==> src/rtl/digit_bbox_detect.sv <==
// digit_bbox_detect: binarizes an RGB pixel stream and reports the per-frame foreground bounding box
// Ports: Clk/Rst (async active-high) clock and reset; pix_valid, H_Addr, V_Addr, RED/GREEN/BLUE pixel input;
//        bin_valid/bin_pixel binarized stream (2-cycle latency); bbox_valid one-cycle frame-end pulse with
//        bbox_found, x_min/x_max/y_min/y_max and fg_count held until the next pulse.
module digit_bbox_detect #(
  parameter int         IMAGE_WIDTH  = 1920,
  parameter int         IMAGE_HEIGHT = 1080,
  parameter logic [7:0] THRESHOLD    = 8'd100,
  parameter bit         INVERT       = 1'b1,
  parameter int         MIN_PIXELS   = 64
) (
  input  logic        Clk,
  input  logic        Rst,
  input  logic        pix_valid,
  input  logic [11:0] H_Addr,
  input  logic [11:0] V_Addr,
  input  logic [7:0]  RED,
  input  logic [7:0]  GREEN,
  input  logic [7:0]  BLUE,
  output logic        bin_valid,
  output logic        bin_pixel,
  output logic        bbox_valid,
  output logic        bbox_found,
  output logic [11:0] x_min,
  output logic [11:0] x_max,
  output logic [11:0] y_min,
  output logic [11:0] y_max,
  output logic [21:0] fg_count
);
  localparam logic [0:0]  IDLE   = 1'b0;
  localparam logic [0:0]  ACCUM  = 1'b1;
  localparam logic [11:0] X_LAST = 12'(IMAGE_WIDTH - 1);
  localparam logic [11:0] Y_LAST = 12'(IMAGE_HEIGHT - 1);
  logic [15:0] w_sum;
  logic [7:0]  r_gray;
  logic        r_v1;
  logic [11:0] r_x1, r_y1, r_x2, r_y2;
  logic [0:0]  r_state;
  logic [11:0] r_xmin, r_xmax, r_ymin, r_ymax;
  logic [21:0] r_cnt;
  logic        w_fg, w_start, w_upd, w_last, w_found;
  logic [11:0] w_xmin, w_xmax, w_ymin, w_ymax;
  logic [21:0] w_cnt;
  assign w_sum = 16'd77 * {8'd0, RED} + 16'd150 * {8'd0, GREEN} + 16'd29 * {8'd0, BLUE};
  assign w_fg = INVERT ? (r_gray < THRESHOLD) : (r_gray >= THRESHOLD);
  // A valid (0,0) pixel in stage 2 always (re)starts a frame, even mid-frame.
  assign w_start = bin_valid && r_x2 == 12'd0 && r_y2 == 12'd0;
  assign w_upd = r_state == ACCUM && !w_start && bin_valid && bin_pixel &&
                 {1'b0, r_x2} < 13'(IMAGE_WIDTH) && {1'b0, r_y2} < 13'(IMAGE_HEIGHT);
  assign w_last = r_state == ACCUM && !w_start && bin_valid && r_x2 == X_LAST && r_y2 == Y_LAST;
  // Next accumulator values; frame-end results are taken from these so the last pixel is included.
  assign w_xmin = w_start ? (bin_pixel ? 12'd0 : 12'hFFF) : (w_upd && r_x2 < r_xmin) ? r_x2 : r_xmin;
  assign w_ymin = w_start ? (bin_pixel ? 12'd0 : 12'hFFF) : (w_upd && r_y2 < r_ymin) ? r_y2 : r_ymin;
  assign w_xmax = w_start ? 12'd0 : (w_upd && r_x2 > r_xmax) ? r_x2 : r_xmax;
  assign w_ymax = w_start ? 12'd0 : (w_upd && r_y2 > r_ymax) ? r_y2 : r_ymax;
  assign w_cnt = w_start ? {21'd0, bin_pixel} : r_cnt + {21'd0, w_upd};
  assign w_found = w_cnt >= 22'(MIN_PIXELS);
  always_ff @(posedge Clk or posedge Rst)
    if (Rst) begin
      r_gray     <= '0;
      r_v1       <= 1'b0;
      r_x1       <= '0;
      r_y1       <= '0;
      r_x2       <= '0;
      r_y2       <= '0;
      bin_valid  <= 1'b0;
      bin_pixel  <= 1'b0;
      r_state    <= IDLE;
      r_xmin     <= 12'hFFF;
      r_ymin     <= 12'hFFF;
      r_xmax     <= '0;
      r_ymax     <= '0;
      r_cnt      <= '0;
      bbox_valid <= 1'b0;
      bbox_found <= 1'b0;
      x_min      <= '0;
      x_max      <= '0;
      y_min      <= '0;
      y_max      <= '0;
      fg_count   <= '0;
    end else begin
      r_gray     <= 8'(w_sum >> 8);
      r_v1       <= pix_valid;
      r_x1       <= H_Addr;
      r_y1       <= V_Addr;
      r_x2       <= r_x1;
      r_y2       <= r_y1;
      bin_valid  <= r_v1;
      bin_pixel  <= r_v1 && w_fg;
      r_state    <= w_start ? ACCUM : w_last ? IDLE : r_state;
      r_xmin     <= w_xmin;
      r_ymin     <= w_ymin;
      r_xmax     <= w_xmax;
      r_ymax     <= w_ymax;
      r_cnt      <= w_cnt;
      bbox_valid <= w_last;
      if (w_last) begin
        bbox_found <= w_found;
        x_min      <= w_found ? w_xmin : 12'd0;
        x_max      <= w_found ? w_xmax : 12'd0;
        y_min      <= w_found ? w_ymin : 12'd0;
        y_max      <= w_found ? w_ymax : 12'd0;
        fg_count   <= w_cnt;
      end
    end
endmodule

==> config.mk <==
export PLATFORM = sky130hd
export DESIGN_NAME = digit_bbox_detect
export DESIGN_NICKNAME = d
export VERILOG_FILES = /design/src/rtl/digit_bbox_detect.sv
export SDC_FILE = /design/constraint.sdc
export NUM_CORES = 1
export LEC_CHECK = 0
export ABC_CLOCK_PERIOD_IN_PS = 22000
export CORE_ASPECT_RATIO = 1.5
export CORE_UTILIZATION = 58
export DETAILED_ROUTE_END_ITERATION = 8
export PLACE_DENSITY = 0.78
export RECOVER_POWER = 100
export SLEW_MARGIN = 30
export SYNTH_ARGS = -nofsm -noshare
export SYNTH_HDL_FRONTEND = slang
export SYNTH_SLANG_ARGS = --single-unit
==> constraint.sdc <==
create_clock -name Clk -period 22 [get_ports Clk]
set_clock_uncertainty 0.1 [all_clocks]
set_input_delay 6.6 -clock Clk [delete_from_list [all_inputs] [get_ports Clk]]
set_output_delay 6.6 -clock Clk [all_outputs]
set_load 0.01 [all_outputs]
# After elaboration in Yosys (flattened, before gate mapping)
# Index checks and enable logic that the tools add are counted.
# word_totals
mem_bits_rw	0
reg_bits	202
out_inout_bits	74
latchBits	0
memories	0
in_bits	51
mem_bits_ro	0
# op_classes
reduce_logical	18
n_bitwise	0
n_shift	0
order_cmp	8
addsub	3
n_eq_ne	2
mux	16
n_div	0
mul	3
# op_table
operator	count
$mux W12	13
$mul A7 B8 Y15 const A	2
$eq A12 B11 Y1 const B	2
$gt A12 B12 Y1	2
$logic_not A12 Y1	2
$lt A12 B11 Y1 const B	2
$lt A12 B12 Y1	2
$add A22 B1 Y22	1
$ge A22 B7 Y1 const B	1
$mux W22	1
$add A15 B16 Y16	1
$add A16 B13 Y16	1
$logic_and A1 B1 Y1	14
$mul A5 B8 Y13 const A	1
$lt A8 B7 Y1 const B	1
$mux W1	2
$reduce_bool A2 Y1	1
$logic_not A1 Y1	1

# Longest topological paths before layout
# logic_depth
word_depth	13
depth_mapped	26
ltp_nobuf	26

# Worst setup path after synthesis
# Ideal clock, no wire load.
# synth_timing
path_kind	input-to-reg
startpoint	in GREEN[4]
endpoint	reg r_gray[7]
required_ps	21778
path_stages	23
path_slack_ps	9684
t_arrival_ps	12093
cell_sequence	ha_1 > ha_1 > inv_1 > fa_1 > inv_1 > fa_1 > ha_1 > xnor2_1 > fa_1 > fa_1 > inv_1 > fa_1 > fa_1 > inv_1 > ha_1 > o21ai_0 > o21bai_1 > a21oi_1 > nor2_1 > a41oi_1 > a211o_1 > xor2_1 > xnor2_1
# synth_between
elab_chain_len	3
# synth_lines
item	line_no	rtl
from (decl)	18	input logic [7:0] GREEN,
$mul A7 B8 Y15	44	assign w_sum = 16'd77 * {8'd0, RED} + 16'd150 * {8'd0, GREEN} + 16'd29 * {8'd0, BLUE};
$add A15 B16 Y16	44	
$add A16 B13 Y16	44	
named net w_sum[15]	34	logic [15:0] w_sum;
to (signal assigned)	82	r_gray <= 8'(w_sum >> 8);
to (decl)	35	logic [7:0] r_gray;
# The timed path passes the listed nets, and every way through them passes these cells.
# A chain may end at the register's enable or synchronous reset.

==> impl_metrics.csv <==
group,metric,value,unit
run_status,status,"finished with violations",
run_status,violations,"capacitance limit, slew limit",
global_routing,antenna_found_initial,5,
flow_run,maxCapViolations,8,
setup_path,cp_cell_sequence,"dlygate4sd3_1 > clkinvlp_2 > clkbuf_1",
routing,drt-pass1-iter-count,5,
final_layout,final_area,0.0138,mm2
synthesis,synth_xor_area_frac,0.0291,
final_layout,fill_cells,1487,
sta,max_freq,0.0750,GHz
clock_network,cts_buffer_depth,2,
pwr,pwr_density_cell,92.9,mW/mm2
routing,drc,0,
final_layout,fin_util,0.699,
synthesis,ys_seq_elements,200,
synthesis,synth_top_cell_area_share,0.375,
pwr,finalPower,1.28,mW
sta,worstMarginPinSlew,5.48,ns
global_routing,overflow,0,
floorplanning,initial_utilization,0.594,
synthesis,syn_area,0.0117,mm2
synthesis,synthMostInstantiatedCell,"dfrtp_1",
final_layout,nNetsFinal,1468,
clock_network,clockRootBuffer,"clkbuf_16",
routing,vias,8372,
synthesis,synth-compound-area-share,0.0962,
synthesis,synth_top_family_by_area,"adder cells",
synthesis,syn_area_per_cell,10.5,um2
setup_path,cpPeakStageDelay,3.03,ns
setup_path,cp_max_fo,131,
synthesis,syn_inst,1118,
setup_path,startpoint_type,"input pin",
routing,vias_per_cell,5.56,
floorplanning,dieWidth,118,um
clock_network,hold_buffers,0,
worst_hold_path,hold_path_class,"flop to flop",
sta,setup-violations-final,0,
routing,post_drt_wl_per_cell,16.8,um
sta,rsz0062_at_grt,"false",
clock_network,clk_pin_slew,0.07,ns
clock_network,numCtsBuffers,17,
sta,fin_tns_setup,0,ns
clock_network,clkLatencyLatePin,0.43,ns
clock_network,cts_tree,"yes",
clock_network,post-cts-setup-buffers,0,
pwr,leakage,6.81,nW
synthesis,synth.distinct_cells,54,
sta,max_slew_margin,-2.67,
synthesis,synthMuxAreaShare,0.0386,
placement,dpl_cell_area,0.0132,mm2
synthesis,yosys.area_share.adder,0.234,
routing,ant_nets,0,
synthesis,synth_edf_count,0,
routing,drt_iter0_drc,444,
global_routing,grt.total_usage,0.262,
floorplanning,die_area,0.0208,mm2
global_routing,grt_pass1_wl,42.5,mm
global_routing,grt_max_degree,132,
placement,port-buffer-count,124,
clock_network,cts_resized,0,
synthesis,synth_common_cells,"dfrtp_1, inv_1, ha_1",
synthesis,syn_nets,1356,
synthesis,ys.flop_type,"dfrtp_1",
setup_path,worstSetupPathType,"input pin to asynchronous set/reset pin",
synthesis,async_flop_share,1.00,
routing,wl,25.3,mm
final_layout,drive_gt1_frac,0.0668,
synthesis,synth-simple-area-share,0.112,
synthesis,ys.warnings.count,0,
placement,place_hpwl,18.8,mm
floorplanning,ios,125,
floorplanning,fp-row-count,63,
setup_path,cp_slowest_cell,"clkinvlp_2",
final_layout,syn_to_final_growth,17.8,%
pwr,ir_drop,0.000100,V
sta,hold_viol,0,
synthesis,synth-seq-area-share,0.429,
floorplanning,die_h,176,um
floorplanning,core-area,0.0198,mm2
clock_network,clock_sinks,200,
setup_path,required,21.65,ns
synthesis,synth_top_area_cell,"dfrtp_1",
setup_path,worstSetupEndpointType,"asynchronous set/reset pin",
global_routing,grt_pass1_vias,9025,
synthesis,netlist_top_cells_area,"dfrtp_1, ha_1, fa_1",
placement,gp_congestion,0.858,
setup_path,crit_arrival,12.98,ns
sta,period_share,0.606,
sta,slew_viol_final,436,
sta,fin_crit,13.33,ns
clock_network,cts_max_level,4,
metal layers:
layer	global-route usage	part of all wire
met2	0.487	0.54
met3	0.0572	0.044
met4	0.108	0.024
met5	0	0.00032
met1	0.287	0.39
critical path: cells and delay by family:
kind	cells	cell delay, ns
buffers and inverters	3	6.22
metrics by stage:
stage	cells	worst slack [ns]	hold WS [ns]
CTS	1503	9.22	0.248
global placement	1470	8.84	0.232
floorplan	1118	9.68	0.231
global route	1506	7.05	0.251
finish	1507	8.67	0.246
detailed placement	1471	8.76	0.235
registers in the layout, summed over array words and instances, names as in the netlist:
| signal | count |
|---|---|
| r_gray | 6 |
| r_cnt | 22 |
| r_ymax | 12 |
| r_v1 | 1 |
| y_max | 12 |
| r_y2 | 12 |
| x_max | 12 |
| r_xmax | 12 |
| x_min | 12 |
| bin_valid | 1 |
| r_xmin | 12 |
| r_x2 | 12 |
| fg_count | 22 |
| y_min | 12 |
| bbox_valid | 1 |
| bbox_found | 1 |
| r_y1 | 12 |
| r_ymin | 12 |
| bin_pixel | 1 |
| r_state | 1 |
| r_x1 | 12 |
report_power, final:
group,switching [mW],internal [mW]
Clock,0.133,0.208
Combinational,0.302,0.246
Sequential,0.00873,0.387
Total,0.444,0.841
layout by cell type (no fill, tap or decap), drive strengths merged, types with 3 or more instances in the layout:
cell           count
inv              142
and3               4
nor2              91
mux2i             25
bufinv             5
ha               132
nor4               9
or3                8
o21bai             3
nand4             18
clkinvlp           5
nand3             21
or4                5
and2               5
diode              4
o21a              11
xnor2             24
nand2             75
nor2b              4
nand2b             5
clkdlybuf4s50     23
a21oi             82
dfrtp            176
dlygate4sd3      101
clkinv             3
xor2              15
or2                5
a21o              21
clkbuf            29
mux2              18
fa                55
a2111oi            3
nor3              28
o21ai             26
o31ai              5
dfstp             24
o211ai             5
a211oi             9
kinds of logic (layout without fill, tap and decap cells):
| family | count (synthesis) | count (layout) |
|---|---|---|
| AND/OR/NAND/NOR | 284 | 284 |
| flip-flops | 200 | 200 |
| adder cells (fa/ha/maj) | 187 | 187 |
| buffers and inverters | 184 | 309 |
| AO/OA/AOI/OAI | 181 | 181 |
| multiplexers | 43 | 43 |
| XOR/XNOR | 39 | 39 |
| other | 0 | 4 |
final timing paths:
check	from	to	slack (ns)	cells past startpoint
worst min-delay path	r_y1[0]$_DFF_PP0_	r_y2[0]$_DFF_PP0_	0.25	0
max in group Clk	GREEN[5]	r_gray[7]$_DFF_PP0_	9.18	26
worst max register to register	r_y2[9]$_DFF_PP0_	x_min[0]$_DFFE_PP0P_	14.15	14
min in group asynchronous	Rst	x_min[4]$_DFFE_PP0P_	8.22	2
worst min register to register	r_y1[0]$_DFF_PP0_	r_y2[0]$_DFF_PP0_	0.25	0
worst max-delay path	Rst	fg_count[19]$_DFFE_PP0P_	8.67	3
final cells by class:
cell class                 count  area [um2]  area share
antenna                        4        10.0    0.000724
clock buffer                  21         460      0.0333
clock inverter                11         195      0.0141
inverter                     144         543      0.0393
multi-input combinational    734        5990       0.433
sequential                   200        5030       0.364
tap                          260         325      0.0235
timing repair buffer         133        1280      0.0924
Note: power is estimated with default switching activity, not from simulation.
